==> src/rtl/snn_pkg.sv <==
// Shared types and arithmetic helpers for the
// spiking crossbar array (synapses and column neurons).
package snn_pkg;

  localparam int WIDTH_DEF  = 32;
  localparam int THRESH_DEF = 32;
  localparam int SAT_W      = 64;

  typedef enum logic [1:0] {
    WAIT,
    INTEG,
    EMIT,
    DONE
  } neuron_state_e;

  // Operands arrive sign-extended to SAT_W; result clamps to a w-bit range.
  function automatic logic signed [SAT_W-1:0] sat_add(
    input logic signed [SAT_W-1:0] a,
    input logic signed [SAT_W-1:0] b,
    input int                      w
  );
    logic signed [SAT_W-1:0] s;
    logic signed [SAT_W-1:0] hi;
    logic signed [SAT_W-1:0] lo;
    s  = a + b;
    hi = (SAT_W'(1) << (w - 1)) - SAT_W'(1);
    lo = ~hi;
    if (s > hi) return hi;
    if (s < lo) return lo;
    return s;
  endfunction

endpackage

==> src/rtl/column_neuron_if.sv <==
// Spike record handshake from a column neuron
// to the spike collector.
interface column_neuron_if;

  logic        out_valid;
  logic        out_ready;
  logic        out_spike;
  logic [15:0] out_col;

  modport master (
    output out_valid,
    output out_spike,
    output out_col,
    input  out_ready
  );

  modport slave (
    input  out_valid,
    input  out_spike,
    input  out_col,
    output out_ready
  );

endinterface

==> src/rtl/spike_delay_line.sv <==
// Axonal delay line: bit i holds a spike due
// i+1 timesteps from now.
module spike_delay_line #(
  parameter  int MAX_DELAY = 8,
  localparam int DW        = $clog2(MAX_DELAY) + 1
) (
  input  logic          clk,
  input  logic          rst_n,
  input  logic          advance,
  input  logic          fire,
  input  logic [DW-1:0] d,
  output logic          emit
);

  logic [MAX_DELAY-1:0] dline_q;
  logic [MAX_DELAY-1:0] dline_d;
  logic [MAX_DELAY-1:0] ins;

  always_comb begin
    ins = '0;
    if (fire && d != '0)
      ins = MAX_DELAY'(1) << (d - DW'(1));
    dline_d = dline_q;
    if (advance)
      dline_d = (dline_q >> 1) | ins;
    emit = dline_q[0] | (fire && d == '0);
  end

  always_ff @(posedge clk or negedge rst_n) begin
    if (!rst_n) dline_q <= '0;
    else        dline_q <= dline_d;
  end

endmodule

==> src/rtl/column_neuron.sv <==
// Leaky integrate-and-fire neuron terminating one
// crossbar column; emits one spike record per timestep.
module column_neuron
  import snn_pkg::*;
#(
  parameter  int WIDTH      = WIDTH_DEF,
  parameter  int THRESH     = THRESH_DEF,
  parameter  int LEAK_SHIFT = 4,
  parameter  int REFRACT    = 2,
  parameter  int MAX_DELAY  = 8,
  parameter  int COL        = -1,
  localparam int DW         = $clog2(MAX_DELAY) + 1
) (
  input  logic                    clk,
  input  logic                    enable,
  input  logic signed [WIDTH-1:0] mac_in,
  input  logic                    spk_above,
  input  logic [DW-1:0]           delay,
  column_neuron_if.master         out_if,
  output logic signed [WIDTH-1:0] vmem,
  output logic                    done
);

  localparam int RW = $clog2(REFRACT + 2);
  localparam logic signed [WIDTH-1:0] TH    = WIDTH'(THRESH);
  localparam logic signed [WIDTH-1:0] FLOOR = -TH;

  neuron_state_e state_q, state_d;

  logic signed [WIDTH-1:0] v_q, v_d;
  logic signed [WIDTH-1:0] leak, v_sat, v_next;
  logic [RW-1:0]           refr_q, refr_d;
  logic                    spk_q;
  logic                    valid_q, valid_d;
  logic                    spike_q, spike_d;
  logic                    done_q, done_d;
  logic                    integ, fire, emit;
  logic [DW-1:0]           d_clamp;

  assign integ   = state_q == INTEG;
  assign d_clamp = (delay > DW'(MAX_DELAY)) ? DW'(MAX_DELAY) : delay;

  always_comb begin
    leak = '0;
    if (LEAK_SHIFT != 0)
      leak = v_q >>> LEAK_SHIFT;
    v_sat  = WIDTH'(sat_add(SAT_W'(v_q - leak),
                            SAT_W'(mac_in), WIDTH));
    v_next = (v_sat < FLOOR) ? FLOOR : v_sat;
    fire   = integ && (refr_q == '0) && (v_next >= TH);
  end

  spike_delay_line #(
    .MAX_DELAY (MAX_DELAY)
  ) u_dline (
    .clk     (clk),
    .rst_n   (enable),
    .advance (integ),
    .fire    (fire),
    .d       (d_clamp),
    .emit    (emit)
  );

  always_comb begin
    state_d = state_q;
    v_d     = v_q;
    refr_d  = refr_q;
    valid_d = valid_q;
    spike_d = spike_q;
    done_d  = done_q;
    unique case (state_q)
      WAIT: begin
        if (spk_above && !spk_q)
          state_d = INTEG;
      end
      INTEG: begin
        if (refr_q != '0) begin
          refr_d = refr_q - RW'(1);
          v_d    = '0;
        end else if (fire) begin
          refr_d = RW'(REFRACT);
          v_d    = '0;
        end else begin
          v_d    = v_next;
        end
        spike_d = emit;
        valid_d = 1'b1;
        state_d = EMIT;
      end
      EMIT: begin
        if (out_if.out_ready) begin
          valid_d = 1'b0;
          done_d  = 1'b1;
          state_d = DONE;
        end
      end
      DONE: begin
        if (!spk_above) begin
          done_d  = 1'b0;
          state_d = WAIT;
        end
      end
      default: state_d = WAIT;
    endcase
  end

  always_ff @(posedge clk or negedge enable) begin
    if (!enable) begin
      state_q <= WAIT;
      v_q     <= '0;
      refr_q  <= '0;
      spk_q   <= 1'b0;
      valid_q <= 1'b0;
      spike_q <= 1'b0;
      done_q  <= 1'b0;
    end else begin
      state_q <= state_d;
      v_q     <= v_d;
      refr_q  <= refr_d;
      spk_q   <= spk_above;
      valid_q <= valid_d;
      spike_q <= spike_d;
      done_q  <= done_d;
    end
  end

  assign out_if.out_valid = valid_q;
  assign out_if.out_spike = spike_q;
  assign out_if.out_col   = 16'(COL);
  assign vmem             = v_q;
  assign done             = done_q;

endmodule

==> src/flat_wrapper.sv <==
// flat-port wrapper written by rule: the top's interface ports become plain ports
module column_neuron_flat import snn_pkg::*;
#(
  parameter  int WIDTH      = WIDTH_DEF,
  parameter  int THRESH     = THRESH_DEF,
  parameter  int LEAK_SHIFT = 4,
  parameter  int REFRACT    = 2,
  parameter  int MAX_DELAY  = 8,
  parameter  int COL        = -1,
  localparam int DW         = $clog2(MAX_DELAY) + 1
)
  (clk, enable, mac_in, spk_above, delay, vmem, done, out_if_out_valid, out_if_out_spike, out_if_out_col, out_if_out_ready);
  column_neuron_if out_if_i ();
  input  logic clk;
  input  logic enable;
  input  logic signed [WIDTH-1:0] mac_in;
  input  logic spk_above;
  input  logic [DW-1:0] delay;
  output logic signed [WIDTH-1:0] vmem;
  output logic done;
  output wire logic [$bits(out_if_i.out_valid)-1:0] out_if_out_valid;
  output wire logic [$bits(out_if_i.out_spike)-1:0] out_if_out_spike;
  output wire logic [$bits(out_if_i.out_col)-1:0] out_if_out_col;
  input wire logic [$bits(out_if_i.out_ready)-1:0] out_if_out_ready;
  assign out_if_out_valid = out_if_i.out_valid;
  assign out_if_out_spike = out_if_i.out_spike;
  assign out_if_out_col = out_if_i.out_col;
  assign out_if_i.out_ready = out_if_out_ready;
  column_neuron #(.WIDTH(WIDTH), .THRESH(THRESH), .LEAK_SHIFT(LEAK_SHIFT), .REFRACT(REFRACT), .MAX_DELAY(MAX_DELAY), .COL(COL)) u_core (.clk(clk), .enable(enable), .mac_in(mac_in), .spk_above(spk_above), .delay(delay), .out_if(out_if_i), .vmem(vmem), .done(done));
endmodule
==> config.mk <==
export PLATFORM = sky130hd
export DESIGN_NAME = column_neuron_flat
export DESIGN_NICKNAME = d
export VERILOG_FILES = /design/src/rtl/snn_pkg.sv /design/src/rtl/column_neuron_if.sv /design/src/rtl/spike_delay_line.sv /design/src/rtl/column_neuron.sv /design/src/flat_wrapper.sv
export SDC_FILE = /design/constraint.sdc
export NUM_CORES = 1
export LEC_CHECK = 0
export CAP_MARGIN = 20
export CORE_MARGIN = 2
export CORE_UTILIZATION = 34
export CTS_CLUSTER_SIZE = 25
export DETAILED_ROUTE_END_ITERATION = 16
export GPL_TIMING_DRIVEN = 0
export PLACE_DENSITY = 0.51
export SYNTH_ARGS = -nofsm -noshare
export SYNTH_HDL_FRONTEND = slang
export SYNTH_SLANG_ARGS = --single-unit
==> constraint.sdc <==
create_clock -name clk -period 8.2 [get_ports clk]
set_clock_uncertainty 0.15 [all_clocks]
set_input_delay 1.23 -clock clk [delete_from_list [all_inputs] [get_ports clk]]
set_output_delay 1.23 -clock clk [all_outputs]
set_load 0.1 [all_outputs]
==> flow_summary.ini, run 1 <==
[cells_and_area]
finalNonFillerCells = 1024
area_growth_pct = 21.78
final_common_cell = inv_1
final_core_util_pct = 42.54
drive_gt1_share_pct = 8.955
layout_common_cells = inv_1, clkdlybuf4s50_1, a21oi_1
diodes = 0
final_nets = 918

[critical_path]
cp_data_required_time_ns = 8.27
start_kind = input port
cp_max_fo = 10
timing.rr.start = u_core.vmem[18]$_DFFE_PN0P_
rrSetupSlack_ns = 1.78
critPathArrivalTime_ns = 7.43
path_class = in -> reg
startpoint = mac_in[18]
end_kind = flip-flop

[run_status]
status = finished, final reports clean

[drt]
first_pass_iters = 6
routed_wl_um = 17360
first_iter_violations = 262
drc = 0
num_vias = 5344
ant_nets = 0
via_per_inst = 5.219
wl_per_cell_um = 16.96

[global_routing]
antenna_found_initial = 0
grt_overflow_total = 0
grt.total_usage_pct = 19.70
grt_max_degree = 33
grt_pass1_wl_um = 28450
grt_pass1_vias = 5332

[placed_design]
dp.cells = 1016
portBuffers = 74
gp_congestion = 0.8850
dp_hpwl_um = 14250

[synthesis]
syn_area_um2 = 5813
netlist.area_leader.share_pct = 20.66
async_flop_share_pct = 100.0
synth-seq-cells = 48
synthXorXnorAreaFrac_pct = 2.260
yosys_warnings = 0
synth_top_family_by_area = compound AO/OA/AOI/OAI gates
synth_compound_area_share_pct = 26.86
syn_inst = 706
postSynthAreaPerCell_um2 = 8.234
synth.mux.area_fraction_pct = 1.937
synth_top_area_cell = dfrtp_1
synth-seq-area-share_pct = 20.66
yosysUniqueCellTypes = 73
synth-adder-area-share_pct = 20.15
synth_simple_gate_area_share_pct = 15.41
ys.flop_type = dfrtp_1
synth_enable_flop_cells = 0
synth_area_leaders = dfrtp_1, fa_1, ha_1

[job]
drv_cap = 0

[clocking]
cts_tree = done
clk_latency_ns = 0.31
htree_levels = 2
clk_path_buf_depth = 2
numClockSinks = 48
cts_root_buf = clkbuf_16
clk_pin_slew_ns = 0.07
cts_buffers = 5

[timing]
worstMarginPinSlew_ns = 0.9908
setup-violations-final = 0
maxSlewViolCount = 0
maxSlewHeadroom_pct = 33.74
hold_viol = 0
fmax_ghz = 0.1359
rsz0062_at_grt = false
fin_tns_setup_ns = 0
finalCriticalPeriod_ns = 7.359
final.period_utilization_pct = 89.74

[floorplan]
die_w_um = 134.8
ios = 91
rows = 47
die_y_um = 134.8
initial_utilization_pct = 34.93
dieArea_um2 = 18160
core_area_um2 = 16640

[worst_hold_path]
hp-class = reg -> reg
hold_path_startpoint = u_core.u_dline.dline_q[6]$_DFFE_PN0P_
-- critical path: stages --
cell and delay [ns]:
clkdlybuf4s50_1 0.45, inv_1 0.05, fa_1 0.54, inv_1 0.05, ha_1 0.26, clkbuf_1 0.33
nand4_1 0.19, nor2_1 0.32, nand3_1 0.14, a211oi_2 0.46, o31ai_1 0.17, xor2_1 0.20
o31ai_1 0.57, clkbuf_2 0.37, nand2_1 0.11, nor4b_1 0.34, nand4_1 0.15, ha_1 0.38
inv_1 0.09, nand2_1 0.24, clkbuf_1 0.48, a21oi_1 0.17, o22ai_2 0.13
-- cells by family (layout without fill, tap and decap cells) --
logic type	Yosys count	in the layout
compound gates	217	217
xor+xnor	15	15
fa+ha+maj	75	75
buf+inv	173	256
flops	48	48
mux	11	11
other cells	1	16
simple gates	166	166
-- per-layer routing --
| metal | up-vias | track usage (%) | part of all wire [%] |
|---|---|---|---|
| li1 | 2622 | - | - |
| met1 | 2570 | 28.04 | 48 |
| met2 | 137 | 32.26 | 46 |
| met3 | 15 | 2.477 | 4.0 |
| met4 | 0 | 3.918 | 1.2 |
| met5 | - | 0 | 0 |
-- flip-flops by register name, summed over array words and instances (netlist names) --
signal	count
u_core.state_q	2
u_core.vmem	32
u_core.done	1
u_core.refr_q	2
u_core.spk_q	1
u_core.out_if.out_spike	1
u_core.out_if.out_valid	1
u_core.u_dline.dline_q	8
-- final timing paths --
check | endpoint | depth (start not counted)
max in group asynchronous | u_core.refr_q[0]$_DFFE_PN0P_ | 2
worst min register to register | u_core.u_dline.dline_q[6]$_DFFE_PN0P_ | 2
min in group asynchronous | u_core.vmem[22]$_DFFE_PN0P_ | 1
worst max-delay path | u_core.vmem[14]$_DFFE_PN0P_ | 23
worst min-delay path | u_core.u_dline.dline_q[6]$_DFFE_PN0P_ | 2
worst max register to register | u_core.vmem[14]$_DFFE_PN0P_ | 22
-- Yosys cell counts, drive strengths merged, types with 8 or more instances --
| library cell | n |
|---|---|
| nand2 | 42 |
| a21o | 13 |
| nand2b | 8 |
| o31ai | 11 |
| o211ai | 9 |
| a21oi | 70 |
| buf | 21 |
| fa | 31 |
| nor2 | 29 |
| o22ai | 31 |
| ha | 44 |
| dfrtp | 48 |
| nand4 | 9 |
| o21ai | 32 |
| inv | 136 |
| xnor2 | 8 |
| mux2i | 9 |
| nor3 | 13 |
| clkbuf | 16 |
| and2 | 9 |
-- area by class of cell --
cell class,count,area (um2)
Clock inverter,3,46.29
Sequential cell,48,1201
Multi-Input combinational cell,500,3938
Fill cell,1692,9563
Inverter,136,510.5
Timing Repair Buffer,75,755.7
Buffer,37,227.7
Tap cell,220,275.3
Clock buffer,5,125.1
-- what timing repair did --
action,4_1_cts,5_1_grt
setup endpoints to repair,0,17
resized for setup,0,5
hold buffers,0,0
buffers inserted,0,0
-- per-stage QoR --
stage | cell area, um2 | worst slack [ns] | hold slack, ns
floorplan | 5869 | 2.180 | 0.3129
global placement | 6885 | 0.1482 | 0.3309
detailed placement | 6900 | 0.08087 | 0.3414
CTS | 7072 | 0.3975 | 0.3587
global route | 7079 | 0.1547 | 0.3790
finish | 7079 | 0.8412 | 0.3499
Power of run 1 is left out: the tool's default activity adds up to more than one toggle a clock period on the data nets, which glitch-free logic cannot reach.
==> run 2, diff against run 1 <==
--- a/config.mk
+++ b/config.mk
@@ -10,6 +10,7 @@
 export CORE_UTILIZATION = 34
 export CTS_CLUSTER_SIZE = 25
 export DETAILED_ROUTE_END_ITERATION = 16
+export GPL_ROUTABILITY_DRIVEN = 0
 export GPL_TIMING_DRIVEN = 0
 export PLACE_DENSITY = 0.51
 export SYNTH_ARGS = -nofsm -noshare
==> run 2 against run 1 <==
Non-clock buffer count stayed put; critical endpoint is now u_core.vmem[5]$_DFFE_PN0P_; global-route usage is 0.37 points lower; first-iteration DRC count is 16% higher; core utilization hardly changed; final area hardly changed; wire length is 2.4% lower; largest cell class unchanged; via count is 0.28% higher.
==> flow_summary.ini, run 2 (synthesis results as in run 1) <==
[run_status]
status = finished, final reports clean

[job]
drv_cap = 0

[critical_path]
critPathSlowestCell = a211oi_1
timing.rr.start = u_core.vmem[18]$_DFFE_PN0P_
max_stage_delay_ns = 0.72
reg2regPathDepth = 22
startpoint = mac_in[18]
start_kind = input port
cp_data_required_time_ns = 8.28
rrSetupSlack_ns = 1.50
path_class = in -> reg
r2r-end = u_core.vmem[5]$_DFFE_PN0P_
cp_max_fo = 10
path_cells = clkdlybuf4s50_1 -> inv_1 -> fa_1 -> inv_1 -> ha_1 -> clkbuf_1 -> nand4_1 -> nor2_1 -> nand3_1 -> a211oi_1 -> o31ai_1 -> xor2_1 -> o31ai_1 -> clkbuf_1 -> nand2_1 -> nor4b_1 -> nand4_1 -> ha_1 -> inv_1 -> nand2_1 -> clkbuf_1 -> a21oi_1 -> o22ai_2
end_kind = flip-flop
cp_num_buf_inv = 7
crit_family = buffers and inverters
critPathArrivalTime_ns = 7.74

[drt]
routed_wl_um = 16940
first_pass_iters = 5
drc = 0
via_per_inst = 5.233
wl_per_cell_um = 16.54
num_vias = 5359
ant_nets = 0
first_iter_violations = 303

[global_routing]
grt_pass1_wl_um = 28210
grt_use_met3_pct = 2.853
grt_max_degree = 34
grt_pass1_vias = 5506
groute.layer.met2.usage_pct = 32.35
grt-busiest-layer = met2
met1_usage_pct = 26.37
grt_overflow_total = 0
antenna_found_initial = 0
grt.total_usage_pct = 19.33

[timing]
maxSlewHeadroom_pct = 33.49
fin_tns_setup_ns = 0
maxSlewViolCount = 0
finalCriticalPeriod_ns = 7.663
final.period_utilization_pct = 93.45
worstMarginPinSlew_ns = 0.9946
setup-violations-final = 0
hold_viol = 0
rsz0062_at_grt = false
fmax_ghz = 0.1305

[cells_and_area]
final_common_cell = inv_1
area_growth_pct = 21.67
drive_gt1_share_pct = 8.582
diodes = 0
final_nets = 918
final-seq-area_um2 = 1201
multiInputGateArea_um2 = 3933
layout_common_cells = inv_1, clkdlybuf4s50_1, a21oi_1
fillerInstances = 1700
largest_register_ffs = 32

[clocking]
cts_hold_buf = 0
htree_levels = 2
cts_buffers = 5
cts_resized = 0
cts_root_buf = clkbuf_16
numClockSinks = 48
clk_pin_slew_ns = 0.08
clk_path_buf_depth = 2
cts_tree = done
post_cts_buffers = 0
clk_latency_ns = 0.31

[floorplan]
initial_utilization_pct = 34.93
core_area_um2 = 16640
die_w_um = 134.8
dieArea_um2 = 18160
die_y_um = 134.8
ios = 91
rows = 47

[placed_design]
portBuffers = 74
dp_hpwl_um = 14030

[worst_hold_path]
min_to = u_core.u_dline.dline_q[5]$_DFFE_PN0P_
hold_path_startpoint = u_core.u_dline.dline_q[5]$_DFFE_PN0P_
hp-class = reg -> reg
hold_depth = 2
## run 2: area by class of cell
cell class / instances / share of cell area [%]
well taps: 220 / 3.892
clock buffers: 5 / 1.769
flip-flops and latches: 48 / 16.98
inverters: 136 / 7.217
multi-input cells: 500 / 55.60
plain buffers: 37 / 3.184
clock inverters: 3 / 0.6722
repair buffers: 75 / 10.68
## run 2: per-stage QoR
step,instance area [um2],setup WS [ns],std cells,hold slack [ns],utilization (%)
after floorplan,5869,2.180,721,0.3129,-
after global placement,6885,0.2384,1015,0.3317,41.37
after detailed placement,6900,0.2626,1016,0.3297,41.46
after CTS,7073,0.5708,1024,0.3585,42.50
after global routing,7073,0.02078,1024,0.3833,42.50
final,7073,0.5373,1024,0.3557,42.50
## run 2: worst reg2reg max path: cells and delay by family, from the launching register on
kind / cells / cell delay (ns)
AOI/OAI and AO/OA: 5 / 1.75
buffers and inverters: 6 / 1.51
and+or+nand+nor: 7 / 1.45
adders and majority gates: 3 / 1.14
DFF: 1 / 0.41
xor gates and xnor gates: 1 / 0.22
## run 2: worst max path at each step
| stage | depth (start not counted) | slack [ns] | to |
|---|---|---|---|
| after floorplan | 20 | 2.18 | u_core.out_if.out_spike$_DFFE_PN0P_ |
| after global placement | 23 | 0.24 | u_core.vmem[29]$_DFFE_PN0P_ |
| after detailed placement | 23 | 0.26 | u_core.vmem[5]$_DFFE_PN0P_ |
| after CTS | 22 | 0.57 | u_core.out_if.out_spike$_DFFE_PN0P_ |
| after global routing | 23 | 0.02 | u_core.vmem[21]$_DFFE_PN0P_ |
| final | 23 | 0.54 | u_core.vmem[5]$_DFFE_PN0P_ |
## run 2: routing by layer
| layer | up-vias | share of wire (%) | wire length [um] |
|---|---|---|---|
| met5 | - | 0 | 0 |
| met4 | 0 | 1.6 | 279 |
| met3 | 24 | 4.3 | 728 |
| met2 | 138 | 47 | 7924 |
| met1 | 2574 | 47 | 8008 |
| li1 | 2623 | - | - |
Power of run 2 is left out for the same reason.
